$ cat config.mk
export PLATFORM = sky130hd
export DESIGN_NAME = uart_tx
export DESIGN_NICKNAME = d
export VERILOG_FILES = /design/src/rtl/uart_pkg.sv /design/src/rtl/uart_baud_gen.sv /design/src/rtl/uart_tx.sv
export SDC_FILE = /design/constraint.sdc
export NUM_CORES = 1
export LEC_CHECK = 0
export ABC_AREA = 1
export CAP_MARGIN = 20
export CORE_MARGIN = 2
export CORE_UTILIZATION = 45
export CTS_BUF_LIST = sky130_fd_sc_hd__clkbuf_8 sky130_fd_sc_hd__clkbuf_16
export DETAILED_ROUTE_END_ITERATION = 6
export HOLD_SLACK_MARGIN = 0.02
export SLEW_MARGIN = 20
export SYNTH_ARGS = -nofsm -noshare
export SYNTH_HDL_FRONTEND = slang
export SYNTH_SLANG_ARGS = --single-unit
$ cat constraint.sdc
create_clock -name clk -period 2.05 [get_ports clk]
set_input_delay 0.615 -clock clk [delete_from_list [all_inputs] [get_ports clk]]
set_output_delay 0.615 -clock clk [all_outputs]
set_load 0.005 [all_outputs]
$ cat src/rtl/uart_pkg.sv
// uart_pkg: items shared by the UART transmitter and receiver.
//   uart_state_t : frame sequencing states
//   DATA_BITS    : payload bits per frame
//   bit_cycles() : clocks per bit for a given clock and bit rate
package uart_pkg;

  typedef enum logic [1:0] {
    IDLE  = 2'd0,
    START = 2'd1,
    DATA  = 2'd2,
    STOP  = 2'd3
  } uart_state_t;

  localparam int unsigned DATA_BITS = 8;

  // Integer division: the bit period is truncated toward zero.
  function automatic int unsigned bit_cycles(input int unsigned clk_hz,
                                             input int unsigned bps);
    return clk_hz / bps;
  endfunction

endpackage

$ cat src/rtl/uart_baud_gen.sv
// uart_baud_gen: bit-period timer for the UART.
//   clk      : system clock
//   rst      : synchronous reset, active-high
//   clear    : holds the count at zero, so the next bit period starts
//              on the edge after clear drops
//   bit_tick : high on the last clock of each bit period
// Counts 0..BIT_CYCLES-1 and wraps; BIT_CYCLES must be >= 2.
module uart_baud_gen #(
  parameter int unsigned BIT_CYCLES = 6875
) (
  input  logic clk,
  input  logic rst,
  input  logic clear,
  output logic bit_tick
);

  localparam int unsigned CW = (BIT_CYCLES > 2) ? $clog2(BIT_CYCLES) : 1;
  localparam logic [CW-1:0] TERM = CW'(BIT_CYCLES - 1);

  logic [CW-1:0] cnt_q;
  logic [CW-1:0] cnt_d;

  always_comb begin
    cnt_d = cnt_q + 1'b1;
    if (clear || (cnt_q == TERM)) begin
      cnt_d = '0;
    end
  end

  always_ff @(posedge clk) begin
    if (rst) begin
      cnt_q <= '0;
    end else begin
      cnt_q <= cnt_d;
    end
  end

  assign bit_tick = (cnt_q == TERM);

endmodule

$ cat src/rtl/uart_tx.sv
// uart_tx: 8N1 UART transmitter with a one-byte holding register.
//   clk      : system clock
//   rst      : synchronous reset, active-high
//   tx_data  : byte to send, captured on the accept edge
//   tx_valid : tx_data is valid
//   tx_ready : holding register empty (accept = tx_valid && tx_ready)
//   tx       : serial line, registered, idles high
//   busy     : frame in progress or byte pending
//
// state | meaning
// IDLE  | line high, waiting for the holding register to fill
// START | start bit (0) for one bit period
// DATA  | 8 data bits, LSB first
// STOP  | STOP_BITS stop bits (1); reloads from holding if a byte waits
//
// tx and busy are registered from the current state, so the line trails
// the state register by one clock; a byte accepted in IDLE reaches the
// line two clocks after the accept edge.
module uart_tx
  import uart_pkg::*;
#(
  parameter int unsigned CLK_HZ      = 66_000_000,
  parameter int unsigned BITRATE_BPS = 9_600,
  parameter int unsigned BIT_CYCLES  = bit_cycles(CLK_HZ, BITRATE_BPS),
  parameter int unsigned STOP_BITS   = 1
) (
  input  logic       clk,
  input  logic       rst,
  input  logic [7:0] tx_data,
  input  logic       tx_valid,
  output logic       tx_ready,
  output logic       tx,
  output logic       busy
);

  localparam logic [2:0] LAST_DATA = 3'(DATA_BITS - 1);
  localparam logic [2:0] LAST_STOP = 3'(STOP_BITS - 1);

  uart_state_t state_q;
  logic [7:0]  shift_q;
  logic [7:0]  hold_q;
  logic        hold_full_q;
  logic [2:0]  bit_idx_q;
  logic        tx_q;
  logic        busy_q;

  logic        bit_tick;
  logic        accept;

  assign accept   = tx_valid && !hold_full_q;
  assign tx_ready = !hold_full_q;
  assign tx       = tx_q;
  assign busy     = busy_q;

  // Held clear in IDLE so the first bit period starts exactly on the
  // frame's START entry; back-to-back frames rely on the natural wrap.
  uart_baud_gen #(
    .BIT_CYCLES (BIT_CYCLES)
  ) u_baud (
    .clk      (clk),
    .rst      (rst),
    .clear    (state_q == IDLE),
    .bit_tick (bit_tick)
  );

  always_ff @(posedge clk) begin
    if (rst) begin
      state_q     <= IDLE;
      shift_q     <= '0;
      hold_q      <= '0;
      hold_full_q <= 1'b0;
      bit_idx_q   <= '0;
      tx_q        <= 1'b1;
      busy_q      <= 1'b0;
    end else begin
      case (state_q)
        START:   tx_q <= 1'b0;
        DATA:    tx_q <= shift_q[0];
        default: tx_q <= 1'b1;
      endcase
      busy_q <= (state_q != IDLE) || hold_full_q;

      case (state_q)
        IDLE: begin
          if (hold_full_q) begin
            shift_q     <= hold_q;
            hold_full_q <= 1'b0;
            bit_idx_q   <= '0;
            state_q     <= START;
          end
        end
        START: begin
          if (bit_tick) begin
            bit_idx_q <= '0;
            state_q   <= DATA;
          end
        end
        DATA: begin
          if (bit_tick) begin
            shift_q <= shift_q >> 1;
            if (bit_idx_q == LAST_DATA) begin
              bit_idx_q <= '0;
              state_q   <= STOP;
            end else begin
              bit_idx_q <= bit_idx_q + 3'd1;
            end
          end
        end
        STOP: begin
          if (bit_tick) begin
            if (bit_idx_q == LAST_STOP) begin
              bit_idx_q <= '0;
              if (hold_full_q) begin
                shift_q     <= hold_q;
                hold_full_q <= 1'b0;
                state_q     <= START;
              end else begin
                state_q <= IDLE;
              end
            end else begin
              bit_idx_q <= bit_idx_q + 3'd1;
            end
          end
        end
        default: state_q <= IDLE;
      endcase

      // Placed last so a byte arriving on the drain edge wins.
      if (accept) begin
        hold_q      <= tx_data;
        hold_full_q <= 1'b1;
      end
    end
  end

endmodule

==> results of run 1 <==
layout make-up:
class                   instances  area [µm²]  share of cell area (%)
clock buffers                   5        68.8                    3.25
repair buffers                 16         153                    7.21
well taps                      50        62.6                    2.96
flip-flops and latches         37         741                    35.0
multi-input cells             173         941                    44.4
inverters                      28         105                    4.96
clock inverters                 3        46.3                    2.19
metal layers:
layer / vias up / track usage, %
li1: 823 / -
met1: 644 / 20.5
met2: 18 / 25.1
met3: 7 / 4.33
met4: 0 / 8.50
met5: - / 0
stage by stage:
step / power, mW / worst slack, ns / cells / hold slack [ns]
6_report: 2.29 / 0.164 / 312 / 0.460
4_1_cts: 2.32 / 0.159 / 312 / 0.460
3_3_place_gp: 1.67 / 0.273 / 304 / 0.442
3_5_place_dp: 1.68 / 0.249 / 304 / 0.449
2_1_floorplan: 1.51 / 0.534 / 245 / 0.430
5_1_grt: 2.47 / 0.0577 / 312 / 0.481
registers in the layout, summed over array words and instances, names as in the netlist:
signal,cells
hold_full_q,1
tx,1
u_baud.cnt_q,13
hold_q,8
bit_idx_q,3
state_q,2
busy,1
shift_q,8
where the power goes:
| part | switching (mW) | internal, mW | total (mW) | leakage [nW] |
|---|---|---|---|---|
| Combinational | 0.411 | 0.302 | 0.713 | 0.500 |
| Sequential | 0.0847 | 0.859 | 0.944 | 0.303 |
| Clock | 0.272 | 0.364 | 0.636 | 0.0543 |
cells in the final DEF (no fill, tap or decap), drive strengths merged, types with 3 or more instances in the layout:
master / instances
nor2: 46
o21ai: 15
mux2i: 7
dfxtp: 37
clkdlybuf4s50: 13
inv: 28
a21oi: 20
clkbuf: 5
nor3: 8
buf: 3
nand2: 41
nand3: 11
ha: 10
cell families after synthesis:
logic type	count (synthesis)	share of synthesized area [%]
AOI/OAI and AO/OA	42	13.1
xor gates and xnor gates	2	0.957
adders and majority gates	10	6.84
buffers and inverters	35	8.13
DFF	37	40.5
muxes	7	3.83
and+or+nand+nor	112	26.7
final timing paths:
path / slack (ns) / to / cells after the start / startpoint
worst min-delay path: 0.46 / hold_q[7] / 2 / hold_q[7]
worst min register to register: 0.46 / hold_q[7] / 2 / hold_q[7]
worst max register to register: 0.30 / state_q[0] / 10 / state_q[0]
worst max-delay path: 0.16 / tx_ready / 2 / hold_full_q
critical path: cells and delay by family, from the launching register on:
| kind | cells | cell delay [ns] |
|---|---|---|
| buffers and inverters | 2 | 0.65 |
| flip-flops | 1 | 0.34 |
==> out/summary.json, run 1 <==
{
  "worst_setup_path": {
    "timing.critical_path.to_type": "output port",
    "critical_path.slowest_cell": "clkdlybuf4s50_1",
    "path_cells": "inv_1, clkdlybuf4s50_1",
    "path_class": "reg2out",
    "cp-start-kind": "flip-flop",
    "slowest_delay_ns": 0.52,
    "crit_fanout": 4,
    "worst-endpoint-required_ns": 1.43,
    "critPathArrivalTime_ns": 1.27
  },
  "cells_and_area": {
    "fillCellCount": 383,
    "final_layout_size_suffix_gt1_share_pct": 8.02,
    "final_nets": 282,
    "antenna_cells": 0,
    "area_growth_pct": 15.7,
    "post-route-cell-area_um2": 2120,
    "final_core_util_pct": 53.3
  },
  "synth": {
    "number_of_flip_flops_and_latches_in_the_synthesized_netlist": 37,
    "synth_area_per_cell_um2": 7.47,
    "synth_cells": 245,
    "syn_area_um2": 1830,
    "cell_taking_the_most_area_after_synthesis": "dfxtp_1",
    "synth_enable_flop_cells": 0,
    "netlist.area_leader.share_pct": 40.5,
    "synth_fp_nets": 266,
    "postSynth.asyncResetShare_pct": 0,
    "yosysUniqueCellTypes": 31,
    "synth-warning-count": 0,
    "ys_seq_area_share_pct": 40.5,
    "synth.area.top_cells": "dfxtp_1 40%, nor2_1 8.8%, nand2_1 8.2%",
    "yosys_most_used_dff": "dfxtp_1",
    "post_synth_most_frequent_cells": "43 x nor2_1, 40 x nand2_1, 37 x dfxtp_1, 27 x inv_1, 19 x a21oi_1",
    "synthMostInstantiatedCell": "nor2_1"
  },
  "placement": {
    "dp_hpwl_um": 2370,
    "dpl-instance-area_um2": 2000,
    "io_buffer_count": 13,
    "routabilityCongestion": 0.728
  },
  "global_route": {
    "grt_remaining_overflow": 0,
    "first_global_vias": 1333,
    "grt_max_degree": 22,
    "first_pass_grt_wire_length_um": 5600,
    "antenna_found_initial": 0,
    "grt_usage_pct": 16.2
  },
  "detailed_routing": {
    "drt_first_iter_violations": 44,
    "num_vias": 1492,
    "routed_wire_length_per_instance_um": 10.8,
    "wl_met3_um": 94,
    "post_dr_vias_cell": 4.78,
    "drtAntennaViolNets": 0,
    "detail_route.first_pass.iterations": 4,
    "routed-wl-met2_um": 1460,
    "wirelength_met1_um": 1740,
    "drc": 0,
    "highest_layer": "met4",
    "drt-total-wl_um": 3360
  },
  "clocking": {
    "numClockSinks": 37,
    "cts_repair_resize_count": 0,
    "ctsHoldBuffers": 0,
    "post_cts_buffers": 0,
    "cts_tree": "built",
    "cts-htree-levels": 2,
    "clock_latency_reported_for_the_late_side_of_the_worst_skew_pair_ns": 0.29,
    "clock_path_buffers": 2,
    "cts_root_buffer": "clkbuf_8",
    "numCtsBuffers": 5,
    "clock_pin_slew_on_the_worst_setup_and_hold_paths_ns": 0.07
  },
  "die": {
    "die_height_um": 67.8,
    "fp.coreArea_um2": 3970,
    "floorplan.die_area_um2": 4590,
    "num_rows": 23,
    "start_util_pct": 46.1,
    "io_pins": 14,
    "die_w_um": 67.8
  },
  "job": {
    "drv.max_cap_violation_count": 0
  },
  "sta": {
    "worst_max_slew_pin_slew_ns": 0.541,
    "period_minus_slack_ns": 1.89,
    "report.final.slew_viol_count": 0,
    "final.setup_skew_ns": 0.00706,
    "fin_tns_setup_ns": 0,
    "max_slew_margin_pct": 63.8,
    "hold_violations": 0,
    "min_period_over_period_pct": 92.0,
    "setup_violations": 0,
    "grt_setup_unrepaired": "no",
    "maxClockFrequency_mhz": 530
  },
  "power": {
    "cellPowerDensity_nw_per_um2": 1080,
    "p_leak_nw": 0.858,
    "power.ir.vdd_worst_uv": 493
  },
  "worst_hold_path": {
    "hold_crit_path_type": "reg2reg"
  },
  "status": {
    "outcome": "completed"
  }
}
(Power assumes the default switching activity.)
==> run 2: changes to the inputs <==
--- a/config.mk
+++ b/config.mk
@@ -9,10 +9,11 @@
 export CAP_MARGIN = 20
 export CORE_MARGIN = 2
 export CORE_UTILIZATION = 45
-export CTS_BUF_LIST = sky130_fd_sc_hd__clkbuf_8 sky130_fd_sc_hd__clkbuf_16
+export CTS_BUF_LIST = sky130_fd_sc_hd__clkbuf_16
 export DETAILED_ROUTE_END_ITERATION = 6
 export HOLD_SLACK_MARGIN = 0.02
 export SLEW_MARGIN = 20
 export SYNTH_ARGS = -nofsm -noshare
 export SYNTH_HDL_FRONTEND = slang
 export SYNTH_SLANG_ARGS = --single-unit
+export TNS_END_PERCENT = 5
==> run 2 against run 1 <==
Net effect: final cell count did not move; hold slack worse by 0.0045 ns; non-clock buffer count stayed put; critical path depth is the same; global-route usage increased by 0.36 points; first-iteration DRC count rose by 39%; worst setup slack better by 0.019 ns; sequential cell count did not move; clock skew is 0.0018 ns lower; clock-buffer cell count unchanged; utilization up 1.4 points; power increased by 10%.
==> out/summary.json, run 2 (same netlist as run 1, synthesis figures left out) <==
{
  "clocking": {
    "post_cts_buffers": {"value": 0, "change": "unchanged"},
    "clock_path_buffers": {"value": 2, "change": "unchanged"},
    "ctsHoldBuffers": {"value": 0, "change": "unchanged"},
    "clock_pin_slew_on_the_worst_setup_and_hold_paths": {"value": 0.06, "unit": "ns", "change": "was 0.07 ns"},
    "clock_latency_reported_for_the_late_side_of_the_worst_skew_pair": {"value": 0.28, "unit": "ns", "change": "was 0.29 ns"},
    "numClockSinks": {"value": 37, "change": "unchanged"},
    "numCtsBuffers": {"value": 5, "change": "unchanged"},
    "cts_tree": {"value": "built", "change": "unchanged"},
    "cts_repair_resize_count": {"value": 0, "change": "unchanged"},
    "cts_root_buffer": {"value": "clkbuf_16", "change": "was clkbuf_8"},
    "cts-htree-levels": {"value": 2, "change": "unchanged"}
  },
  "sta": {
    "final.setup_skew": {"value": 0.00529, "unit": "ns", "change": "was 0.00706 ns"},
    "worst_max_slew_pin_slew": {"value": 0.540, "unit": "ns", "change": "was 0.541 ns"},
    "fin_tns_setup": {"value": 0, "unit": "ns", "change": "unchanged"},
    "report.final.slew_viol_count": {"value": 0, "change": "unchanged"},
    "grt_setup_unrepaired": {"value": "no", "change": "unchanged"},
    "maxClockFrequency": {"value": 536, "unit": "MHz", "change": "was 530 MHz"},
    "min_period_over_period": {"value": 91.0, "unit": "%", "change": "was 92.0%"},
    "period_minus_slack": {"value": 1.87, "unit": "ns", "change": "was 1.89 ns"},
    "hold_violations": {"value": 0, "change": "unchanged"},
    "max_slew_margin": {"value": 63.9, "unit": "%", "change": "was 63.8%"},
    "setup_violations": {"value": 0, "change": "unchanged"}
  },
  "global_route": {
    "grt_usage": {"value": 16.6, "unit": "%", "change": "was 16.2%"},
    "first_pass_grt_wire_length": {"value": 5640, "unit": "µm", "change": "was 5600 µm"},
    "grt_remaining_overflow": {"value": 0, "change": "unchanged"},
    "grt_max_degree": {"value": 22, "change": "unchanged"},
    "antenna_found_initial": {"value": 0, "change": "unchanged"},
    "first_global_vias": {"value": 1317, "change": "was 1333"}
  },
  "cells_and_area": {
    "layout_commonest_cell": {"value": "nor2_1", "change": "unchanged"},
    "largest-register": {"value": "u_baud.cnt_q", "change": "unchanged"},
    "most-common-layout-cells": {"value": "43 x nor2_1, 40 x nand2_1, 37 x dfxtp_1", "change": "unchanged"},
    "post-route-cell-area": {"value": 2170, "unit": "µm²", "change": "was 2120 µm²"},
    "flip_flop_count_of_the_largest_register_after_layout": {"value": 13, "change": "unchanged"},
    "final_layout_size_suffix_gt1_share": {"value": 8.02, "unit": "%", "change": "unchanged"},
    "area_growth": {"value": 18.7, "unit": "%", "change": "was 15.7%"},
    "final_nets": {"value": 282, "change": "unchanged"},
    "largest_registers": {"value": "u_baud.cnt_q x13, hold_q x8, shift_q x8", "change": "unchanged"},
    "antenna_cells": {"value": 0, "change": "unchanged"}
  },
  "die": {
    "start_util": {"value": 46.1, "unit": "%", "change": "unchanged"},
    "io_pins": {"value": 14, "change": "unchanged"},
    "fp.coreArea": {"value": 3970, "unit": "µm²", "change": "unchanged"},
    "die_height": {"value": 67.8, "unit": "µm", "change": "unchanged"},
    "die_w": {"value": 67.8, "unit": "µm", "change": "unchanged"},
    "floorplan.die_area": {"value": 4590, "unit": "µm²", "change": "unchanged"},
    "num_rows": {"value": 23, "change": "unchanged"}
  },
  "worst_setup_path": {
    "timing.critical_path.to_type": {"value": "output port", "change": "unchanged"},
    "path_cells": {"value": "inv_1, clkdlybuf4s50_1", "change": "unchanged"},
    "regToRegSetupSlack": {"value": 0.32, "unit": "ns", "change": "was 0.30 ns"},
    "worst-endpoint-required": {"value": 1.43, "unit": "ns", "change": "about the same"},
    "path_class": {"value": "reg2out", "change": "unchanged"},
    "worstReg2RegStart": {"value": "state_q[0]", "change": "unchanged"},
    "timing.critical_path.to": {"value": "tx_ready", "change": "unchanged"},
    "critical_path.slowest_cell": {"value": "clkdlybuf4s50_1", "change": "unchanged"},
    "cp-start-kind": {"value": "flip-flop", "change": "unchanged"},
    "startpoint": {"value": "hold_full_q", "change": "unchanged"},
    "critPathArrivalTime": {"value": 1.25, "unit": "ns", "change": "was 1.27 ns"},
    "slowest_delay": {"value": 0.52, "unit": "ns", "change": "about the same"},
    "regToRegEndpoint": {"value": "state_q[0]", "change": "unchanged"},
    "worstRegToRegCells": {"value": 10, "change": "unchanged"},
    "crit_fanout": {"value": 4, "change": "unchanged"}
  },
  "power": {
    "cellPowerDensity": {"value": 1160, "unit": "nW/µm²", "change": "was 1080 nW/µm²"},
    "total_power": {"value": 2.53, "unit": "mW", "change": "was 2.29 mW"},
    "power.ir.vdd_worst": {"value": 606, "unit": "µV", "change": "was 493 µV"},
    "p_leak": {"value": 0.884, "unit": "nW", "change": "was 0.858 nW"}
  },
  "placement": {
    "io_buffer_count": {"value": 13, "change": "unchanged"},
    "dp_hpwl": {"value": 2370, "unit": "µm", "change": "unchanged"},
    "routabilityCongestion": {"value": 0.728, "change": "unchanged"},
    "dpl-instance-area": {"value": 2000, "unit": "µm²", "change": "unchanged"}
  },
  "job": {
    "drv.max_cap_violation_count": {"value": 0, "change": "unchanged"}
  },
  "detailed_routing": {
    "post_dr_vias_cell": {"value": 4.86, "change": "was 4.78"},
    "drc": {"value": 0, "change": "unchanged"},
    "drt-total-wl": {"value": 3410, "unit": "µm", "change": "was 3360 µm"},
    "num_vias": {"value": 1516, "change": "was 1492"},
    "drt_first_iter_violations": {"value": 61, "change": "was 44"},
    "drtAntennaViolNets": {"value": 0, "change": "unchanged"},
    "routed_wire_length_per_instance": {"value": 10.9, "unit": "µm", "change": "was 10.8 µm"},
    "detail_route.first_pass.iterations": {"value": 4, "change": "unchanged"}
  },
  "worst_hold_path": {
    "hold_crit_path_type": {"value": "reg2reg", "change": "unchanged"}
  },
  "status": {
    "outcome": {"value": "completed", "change": "unchanged"}
  }
}
run 2: area by class of cell:
| class | count | area [µm²] |
|---|---|---|
| multi-input cells | 173 | 941 |
| clock buffers | 5 | 125 |
| flip-flops and latches | 37 | 741 |
| fillers | 382 | 1800 |
| well taps | 50 | 62.6 |
| clock inverters | 3 | 46.3 |
| repair buffers | 16 | 153 |
| inverters | 28 | 105 |
run 2: power by group:
| group | switching [mW] | internal, mW |
|---|---|---|
| registers | 0.0854 | 0.861 |
| logic | 0.408 | 0.302 |
| clock network | 0.301 | 0.575 |
| total | 0.794 | 1.74 |
run 2: worst min path at each step:
stage	to	slack, ns	startpoint	depth (start not counted)
after floorplan	u_baud.cnt_q[0]	0.43	u_baud.cnt_q[0]	1
after global placement	hold_q[7]	0.44	hold_q[7]	2
after detailed placement	hold_q[7]	0.45	hold_q[7]	2
after CTS	hold_q[7]	0.46	hold_q[7]	2
after global routing	hold_q[7]	0.48	hold_q[7]	2
final	hold_q[7]	0.46	hold_q[7]	2
run 2: critical path, delay by kind of cell, from the launching register on:
| family | cells | cell delay (ns) |
|---|---|---|
| buf+inv | 2 | 0.64 |
| flops | 1 | 0.33 |
run 2: metal layers:
metal  vias to the layer above  track usage (%)  wire length, µm
li1                        820                -                -
met1                       668             20.3             1730
met2                        22             26.1             1510
met3                         6             5.67              108
met4                         0             7.50               65
met5                         -                0                0
run 2: through the flow:
stage               hold slack (ns)  std cells  util (%)  setup WS [ns]
floorplan                     0.430        245         -          0.534
global placement              0.442        304      50.4          0.273
detailed placement            0.449        304      50.4          0.249
CTS                           0.457        312      54.7          0.174
global route                  0.478        312      54.7         0.0742
finish                        0.456        312      54.7          0.183
